===== config.mk =====
export PLATFORM = sky130hd
export DESIGN_NAME = id_ex_stage_flat
export DESIGN_NICKNAME = d
export VERILOG_FILES = /design/src/rtl/id_ex_if.sv /design/src/rtl/id_ex_stage.sv /design/src/flat_wrapper.sv
export SDC_FILE = /design/constraint.sdc
export NUM_CORES = 2
export LEC_CHECK = 0
export ABC_AREA = 1
export BUFFER_PORTS_ARGS = -buffer_cell sky130_fd_sc_hd__buf_2
export CORE_UTILIZATION = 45
export DETAILED_ROUTE_END_ITERATION = 12
export PLACE_DENSITY = 0.66
export SLEW_MARGIN = 20
export SYNTH_ARGS = -nofsm -noshare
export SYNTH_HDL_FRONTEND = slang
export SYNTH_SLANG_ARGS = --single-unit

===== constraint.sdc =====
create_clock -name clk -period 3.5 [get_ports clk]
set_input_delay 0.875 -clock clk [delete_from_list [all_inputs] [get_ports clk]]
set_output_delay 0.875 -clock clk [all_outputs]
set_load 0.1 [all_outputs]

===== src/rtl/id_ex_if.sv =====
// id_ex_if: fetch, writeback and EX-side signals of the decode/operand-fetch stage
interface id_ex_if #(parameter int DW = 32, parameter int AW = 5);
    logic [31:0]   Instr;
    logic          in_valid;
    logic          in_ready;
    logic          WE;
    logic [AW-1:0] WA;
    logic [DW-1:0] WD;
    logic          flush;
    logic          out_ready;
    logic          out_valid;
    logic [DW-1:0] OP1;
    logic [DW-1:0] OP2;
    logic [2:0]    ALUCtl;
    logic [AW-1:0] Wdest;
    logic          RegWrite;
    logic          Illegal;
    modport master (
        output Instr, in_valid, WE, WA, WD, flush, out_ready,
        input  in_ready, out_valid, OP1, OP2, ALUCtl, Wdest, RegWrite, Illegal
    );
    modport slave (
        input  Instr, in_valid, WE, WA, WD, flush, out_ready,
        output in_ready, out_valid, OP1, OP2, ALUCtl, Wdest, RegWrite, Illegal
    );
endinterface


===== src/rtl/id_ex_stage.sv =====
// id_ex_stage: register file, instruction decode and one-entry operand register feeding the ALU
module id_ex_stage #(
    parameter int         DW      = 32,
    parameter int         AW      = 5,
    parameter logic [2:0] NOP_CTL = 3'b011
) (
    input logic   clk,
    input logic   rst,
    id_ex_if.slave bus
);
    logic [DW-1:0] rf_q [2**AW];
    logic [5:0]    opc, funct;
    logic [AW-1:0] rs, rt, rd;
    logic [15:0]   imm;
    logic          wr_en, capture;
    logic [DW-1:0] rs_val, rt_val;
    logic [2:0]    dec_ctl;
    logic [DW-1:0] dec_op2;
    logic [AW-1:0] dec_wdest;
    logic          dec_rw, dec_ill, dec_rtreg;
    logic          valid_q, valid_d, rw_q, rw_d, ill_q, ill_d, rtreg_q, rtreg_d;
    logic [DW-1:0] op1_q, op1_d, op2_q, op2_d;
    logic [2:0]    ctl_q, ctl_d;
    logic [AW-1:0] wdest_q, wdest_d, rs_q, rs_d, rt_q, rt_d;

    assign opc   = bus.Instr[31:26];
    assign rs    = bus.Instr[25:21];
    assign rt    = bus.Instr[20:16];
    assign rd    = bus.Instr[15:11];
    assign imm   = bus.Instr[15:0];
    assign funct = bus.Instr[5:0];
    assign wr_en = bus.WE && bus.WA != '0;
    // same-cycle writeback is forwarded so the captured operand is never one write behind
    assign rs_val = (wr_en && bus.WA == rs) ? bus.WD : rf_q[rs];
    assign rt_val = (wr_en && bus.WA == rt) ? bus.WD : rf_q[rt];
    assign bus.in_ready = !valid_q || bus.out_ready;
    assign capture = bus.in_valid && bus.in_ready && !bus.flush;

    always_comb begin
        dec_ctl   = NOP_CTL;
        dec_op2   = rt_val;
        dec_wdest = rd;
        dec_rw    = 1'b1;
        dec_ill   = 1'b0;
        dec_rtreg = 1'b1;
        if (opc == 6'b000000) begin
            case (funct)
                6'b100100: dec_ctl = 3'b000;
                6'b100101: dec_ctl = 3'b001;
                6'b100000: dec_ctl = 3'b010;
                6'b100010: dec_ctl = 3'b110;
                6'b101010: dec_ctl = 3'b111;
                6'b000000: dec_rw  = 1'b0;
                default: begin
                    dec_rw  = 1'b0;
                    dec_ill = 1'b1;
                end
            endcase
        end else begin
            dec_wdest = rt;
            dec_rtreg = 1'b0;
            case (opc)
                6'b001000: begin
                    dec_ctl = 3'b010;
                    dec_op2 = {{(DW-16){imm[15]}}, imm};
                end
                6'b001010: begin
                    dec_ctl = 3'b111;
                    dec_op2 = {{(DW-16){imm[15]}}, imm};
                end
                6'b001100: begin
                    dec_ctl = 3'b000;
                    dec_op2 = {{(DW-16){1'b0}}, imm};
                end
                6'b001101: begin
                    dec_ctl = 3'b001;
                    dec_op2 = {{(DW-16){1'b0}}, imm};
                end
                default: begin
                    dec_rw  = 1'b0;
                    dec_ill = 1'b1;
                end
            endcase
        end
    end

    always_comb begin
        valid_d = capture || (valid_q && !bus.out_ready && !bus.flush);
        op1_d   = op1_q;
        op2_d   = op2_q;
        ctl_d   = ctl_q;
        wdest_d = wdest_q;
        rw_d    = rw_q;
        ill_d   = ill_q;
        rs_d    = rs_q;
        rt_d    = rt_q;
        rtreg_d = rtreg_q;
        if (capture) begin
            op1_d   = rs_val;
            op2_d   = dec_op2;
            ctl_d   = dec_ctl;
            wdest_d = dec_wdest;
            rw_d    = dec_rw;
            ill_d   = dec_ill;
            rs_d    = rs;
            rt_d    = rt;
            rtreg_d = dec_rtreg;
        end else if (valid_q && !bus.out_ready && wr_en) begin
            // stalled entry tracks writebacks to its source registers
            if (bus.WA == rs_q) op1_d = bus.WD;
            if (rtreg_q && bus.WA == rt_q) op2_d = bus.WD;
        end
    end

    always_ff @(posedge clk) begin
        if (rst) begin
            valid_q <= 1'b0;
            op1_q   <= '0;
            op2_q   <= '0;
            ctl_q   <= NOP_CTL;
            wdest_q <= '0;
            rw_q    <= 1'b0;
            ill_q   <= 1'b0;
            rs_q    <= '0;
            rt_q    <= '0;
            rtreg_q <= 1'b0;
        end else begin
            valid_q <= valid_d;
            op1_q   <= op1_d;
            op2_q   <= op2_d;
            ctl_q   <= ctl_d;
            wdest_q <= wdest_d;
            rw_q    <= rw_d;
            ill_q   <= ill_d;
            rs_q    <= rs_d;
            rt_q    <= rt_d;
            rtreg_q <= rtreg_d;
        end
    end

    always_ff @(posedge clk) begin
        if (rst) begin
            for (int i = 0; i < 2**AW; i++) rf_q[i] <= '0;
        end else if (wr_en) begin
            rf_q[bus.WA] <= bus.WD;
        end
    end

    assign bus.out_valid = valid_q;
    assign bus.OP1       = op1_q;
    assign bus.OP2       = op2_q;
    assign bus.ALUCtl    = ctl_q;
    assign bus.Wdest     = wdest_q;
    assign bus.RegWrite  = rw_q;
    assign bus.Illegal   = ill_q;
endmodule


===== src/flat_wrapper.sv =====
// flat-port wrapper written by rule: the top's interface ports become plain ports
module id_ex_stage_flat 
#(
    parameter int         DW      = 32,
    parameter int         AW      = 5,
    parameter logic [2:0] NOP_CTL = 3'b011
)
  (clk, rst, bus_Instr, bus_in_valid, bus_WE, bus_WA, bus_WD, bus_flush, bus_out_ready, bus_in_ready, bus_out_valid, bus_OP1, bus_OP2, bus_ALUCtl, bus_Wdest, bus_RegWrite, bus_Illegal);
  id_ex_if #(.DW(DW), .AW(AW)) bus_i ();
  input logic clk;
  input logic rst;
  input wire logic [$bits(bus_i.Instr)-1:0] bus_Instr;
  input wire logic [$bits(bus_i.in_valid)-1:0] bus_in_valid;
  input wire logic [$bits(bus_i.WE)-1:0] bus_WE;
  input wire logic [$bits(bus_i.WA)-1:0] bus_WA;
  input wire logic [$bits(bus_i.WD)-1:0] bus_WD;
  input wire logic [$bits(bus_i.flush)-1:0] bus_flush;
  input wire logic [$bits(bus_i.out_ready)-1:0] bus_out_ready;
  output wire logic [$bits(bus_i.in_ready)-1:0] bus_in_ready;
  output wire logic [$bits(bus_i.out_valid)-1:0] bus_out_valid;
  output wire logic [$bits(bus_i.OP1)-1:0] bus_OP1;
  output wire logic [$bits(bus_i.OP2)-1:0] bus_OP2;
  output wire logic [$bits(bus_i.ALUCtl)-1:0] bus_ALUCtl;
  output wire logic [$bits(bus_i.Wdest)-1:0] bus_Wdest;
  output wire logic [$bits(bus_i.RegWrite)-1:0] bus_RegWrite;
  output wire logic [$bits(bus_i.Illegal)-1:0] bus_Illegal;
  assign bus_i.Instr = bus_Instr;
  assign bus_i.in_valid = bus_in_valid;
  assign bus_i.WE = bus_WE;
  assign bus_i.WA = bus_WA;
  assign bus_i.WD = bus_WD;
  assign bus_i.flush = bus_flush;
  assign bus_i.out_ready = bus_out_ready;
  assign bus_in_ready = bus_i.in_ready;
  assign bus_out_valid = bus_i.out_valid;
  assign bus_OP1 = bus_i.OP1;
  assign bus_OP2 = bus_i.OP2;
  assign bus_ALUCtl = bus_i.ALUCtl;
  assign bus_Wdest = bus_i.Wdest;
  assign bus_RegWrite = bus_i.RegWrite;
  assign bus_Illegal = bus_i.Illegal;
  id_ex_stage #(.DW(DW), .AW(AW), .NOP_CTL(NOP_CTL)) u_core (.clk(clk), .rst(rst), .bus(bus_i));
endmodule

==> flow_metrics.py <==
metrics = {
    "die": {
        "pin_count": 151,
        "die-width_um": 368,
        "fp-row-count": 133,
        "core_area_mm2": 0.132,
        "die-area_mm2": 0.135,
        "initial_utilization_pct": 45.6,
        "fp.dieH_um": 368,
    },
    "placement": {
        "portBuffers": 150,
        "placed_area_mm2": 0.0637,
        "dp_hpwl_um": 137000,
        "place_congestion": 0.924,
    },
    "run": {
        "maxCapViolations": 0,
    },
    "final_layout": {
        "final_nets": 7288,
        "area.growth.synth_to_final_pct": 12.4,
        "drive_gt1_share_pct": 9.50,
        "fin_area_mm2": 0.0677,
        "post-route-util_pct": 51.2,
    },
    "synth": {
        "yosysTopAreaCell": "edfxtp_1",
        "synth_top_cell_area_share_pct": 51.1,
        "synth.avg_cell_area_um2": 8.24,
        "syn_area_mm2": 0.0602,
        "synth_edf_count": 1024,
        "synth.most_common_cell": "nor2_1",
        "yosysUniqueCellTypes": 35,
        "ys_ff_latch": 1110,
        "synth-warning-count": 0,
        "synthArstFlopShare_pct": 0,
        "yosys_most_used_dff": "edfxtp_1",
        "yosys-top-cells-count": "nor2_1 (1708), nand2_1 (1197), edfxtp_1 (1024)",
        "syn_inst": 7307,
        "netlist_top_cells_area": "edfxtp_1 (51%), nor2_1 (11%), nand2_1 (7.5%), o21ai_0 (6.4%), nand3_1 (5.5%)",
        "ys_seq_area_share_pct": 53.9,
    },
    "pwr": {
        "p_switching_w": 0.00944,
        "netSwitchingFraction_pct": 28.2,
        "leakage_nw": 26.9,
        "internal-power_w": 0.0241,
        "p_total_w": 0.0335,
        "seqPwrFrac_pct": 46.5,
        "combPwrFrac_pct": 14.6,
        "ir_drop_uv": 465,
        "clkPwrFrac_pct": 38.9,
        "power.density_mw_per_mm2": 495,
    },
    "detailed_routing": {
        "wl_per_cell_um": 24.9,
        "viasPerCell": 6.21,
        "drcViolationCount": 0,
        "postRouteAntennaNets": 0,
        "drtIter0Drc": 9222,
        "drt-pass1-iter-count": 7,
        "finalWirelength_um": 226000,
        "vias": 56352,
    },
    "critical_path": {
        "cp_cell_sequence": "inv_1 -> nor2_1 -> inv_1 -> buf_2",
        "worst_path_most_repeated_cell": "inv_1",
        "crit_cells": 4,
        "cpLargestDelayFamily": "buffers and inverters",
        "cpPeakStageDelay_ns": 0.34,
        "worstSetupStartpointType": "flip-flop",
        "rr_worst_depth": 10,
        "cp-end-kind": "primary output",
        "crit_required_ns": 2.62,
        "cp_num_buf_inv": 3,
        "worstPathArrival_ns": 1.83,
        "crit_slowest_cell": "dfxtp_1",
        "crit_type": "reg -> out",
        "cp_max_fo": 3,
    },
    "clock_network": {
        "h-tree-depth": 3,
        "clk_pin_slew_ns": 0.07,
        "clock_sinks": 1110,
        "cts_root_buffer": "clkbuf_16",
        "worstSkewPairLatency_ns": 0.75,
        "holdBufCountCts": 0,
        "post-cts-setup-buffers": 0,
        "clk_path_buf_depth": 3,
        "cts_tree": "built",
        "cts_inserted_buffers": 115,
        "cts_resized": 0,
    },
    "global_route": {
        "grt.total_usage_pct": 32.4,
        "first_global_vias": 52276,
        "grt_max_degree": 117,
        "antenna_found_initial": 7,
        "grt_pass1_wl_um": 330000,
        "gr-total-overflow": 0,
    },
    "run_status": {
        "status": "completed",
    },
    "worst_hold_path": {
        "whs_path_depth": 2,
        "hold_path.class": "in -> reg",
    },
    "timing": {
        "slew_viol_final": 0,
        "fin_crit_ns": 2.70,
        "fmax_mhz": 370,
        "period_share_pct": 77.1,
        "setup_viol": 0,
        "relSlewSlack_pct": 37.0,
        "fin_tns_setup_ns": 0,
        "worst_pin_slew_ns": 0.943,
        "hold_viol_final": 0,
        "finalClockSkew_ns": 0.0218,
        "rsz0062_at_grt": "no",
    },
}
## final cells by class
type	instances	area (um2)
fill	11946	64500
sequential	1110	32500
multi-input combinational	5137	23400
timing repair buffer	441	4050
clock buffer	153	3210
tap	1755	2200
inverter	408	1570
clock inverter	64	727
antenna	3	7.51
## sequential cells by signal, indices dropped and copies added, names as in the netlist
| signal | flops |
|---|---|
| u_core.bus.OP1 | 32 |
| u_core.bus.RegWrite | 1 |
| u_core.rtreg_q | 1 |
| u_core.bus.Wdest | 5 |
| u_core.bus.out_valid | 1 |
| u_core.bus.Illegal | 1 |
| u_core.rs_q | 5 |
| u_core.rt_q | 5 |
| u_core.bus.ALUCtl | 3 |
| u_core.rf_q | 1024 |
| u_core.bus.OP2 | 32 |
## path summary, 6_finish.rpt
check	from	end	slack [ns]
min	bus_flush	u_core.bus.out_valid	0.33
max	u_core.bus.out_valid	bus_in_ready	0.80
min reg2reg	u_core.bus.ALUCtl[1]	u_core.bus.ALUCtl[1]	0.48
max reg2reg	u_core.bus.out_valid	u_core.bus.OP1[3]	1.23
## stage by stage
step,cells,hold WS [ns],setup slack (ns)
after CTS,9068,0.301,0.789
after floorplan,7338,0.457,0.397
after global placement,8851,0.457,0.294
final,9071,0.328,0.800
after detailed placement,8851,0.463,0.318
after global routing,9068,0.339,0.725
## cells in the final DEF, fill, tap and decap left out, drive strengths merged
master    instances
a211oi            1
a21oi           218
a31oi             2
buf             441
bufinv           16
clkbuf          153
clkinv           42
clkinvlp          5
conb             32
dfxtp            86
diode             3
edfxtp         1024
inv             409
nand2          1201
nand3           658
nand3b            1
nand4             7
nor2           1709
nor3             12
nor4              1
o211ai          251
o21ai           823
o221ai          100
o22ai           101
or2               6
xnor2             5
xor2              9
## cells by family (layout without fill, tap and decap cells)
family,Yosys count,count (layout),synth area share (%)
AOI/OAI and AO/OA,1496,1496,14.3
xor gates and xnor gates,14,14,0.204
buffers and inverters,1091,1066,7.57
DFF,1110,1110,53.9
other,1,35,0.00623
and+or+nand+nor,3595,3595,23.9
## metal layers
metal  up-vias  GRT usage, %  wire length [um]
met2      4466          49.9            100000
met4        12          14.0              9090
li1      24601             -                 -
met1     26551          43.7             84700
met5         -             0                76
met3       722          7.63             31900
## worst reg2reg max path: cells and delay by family (launching register included)
kind | cells | cell delay, ns
DFF | 1 | 0.34
and+or+nand+nor | 6 | 0.94
AOI/OAI and AO/OA | 1 | 0.36
buffers and inverters | 3 | 0.51
## power by group through the flow
stage / Sequential, W / Combinational, W / Clock, W
6_report: 0.0156 / 0.00488 / 0.0131
5_1_grt: 0.0157 / 0.00516 / 0.0135
4_1_cts: 0.0156 / 0.00473 / 0.0131
3_5_place_dp: 0.0158 / 0.00471 / 0
3_3_place_gp: 0.0158 / 0.00463 / 0
2_1_floorplan: 0.0162 / 0.00254 / 0
No activity file was read; power rests on OpenSTA's default activity.
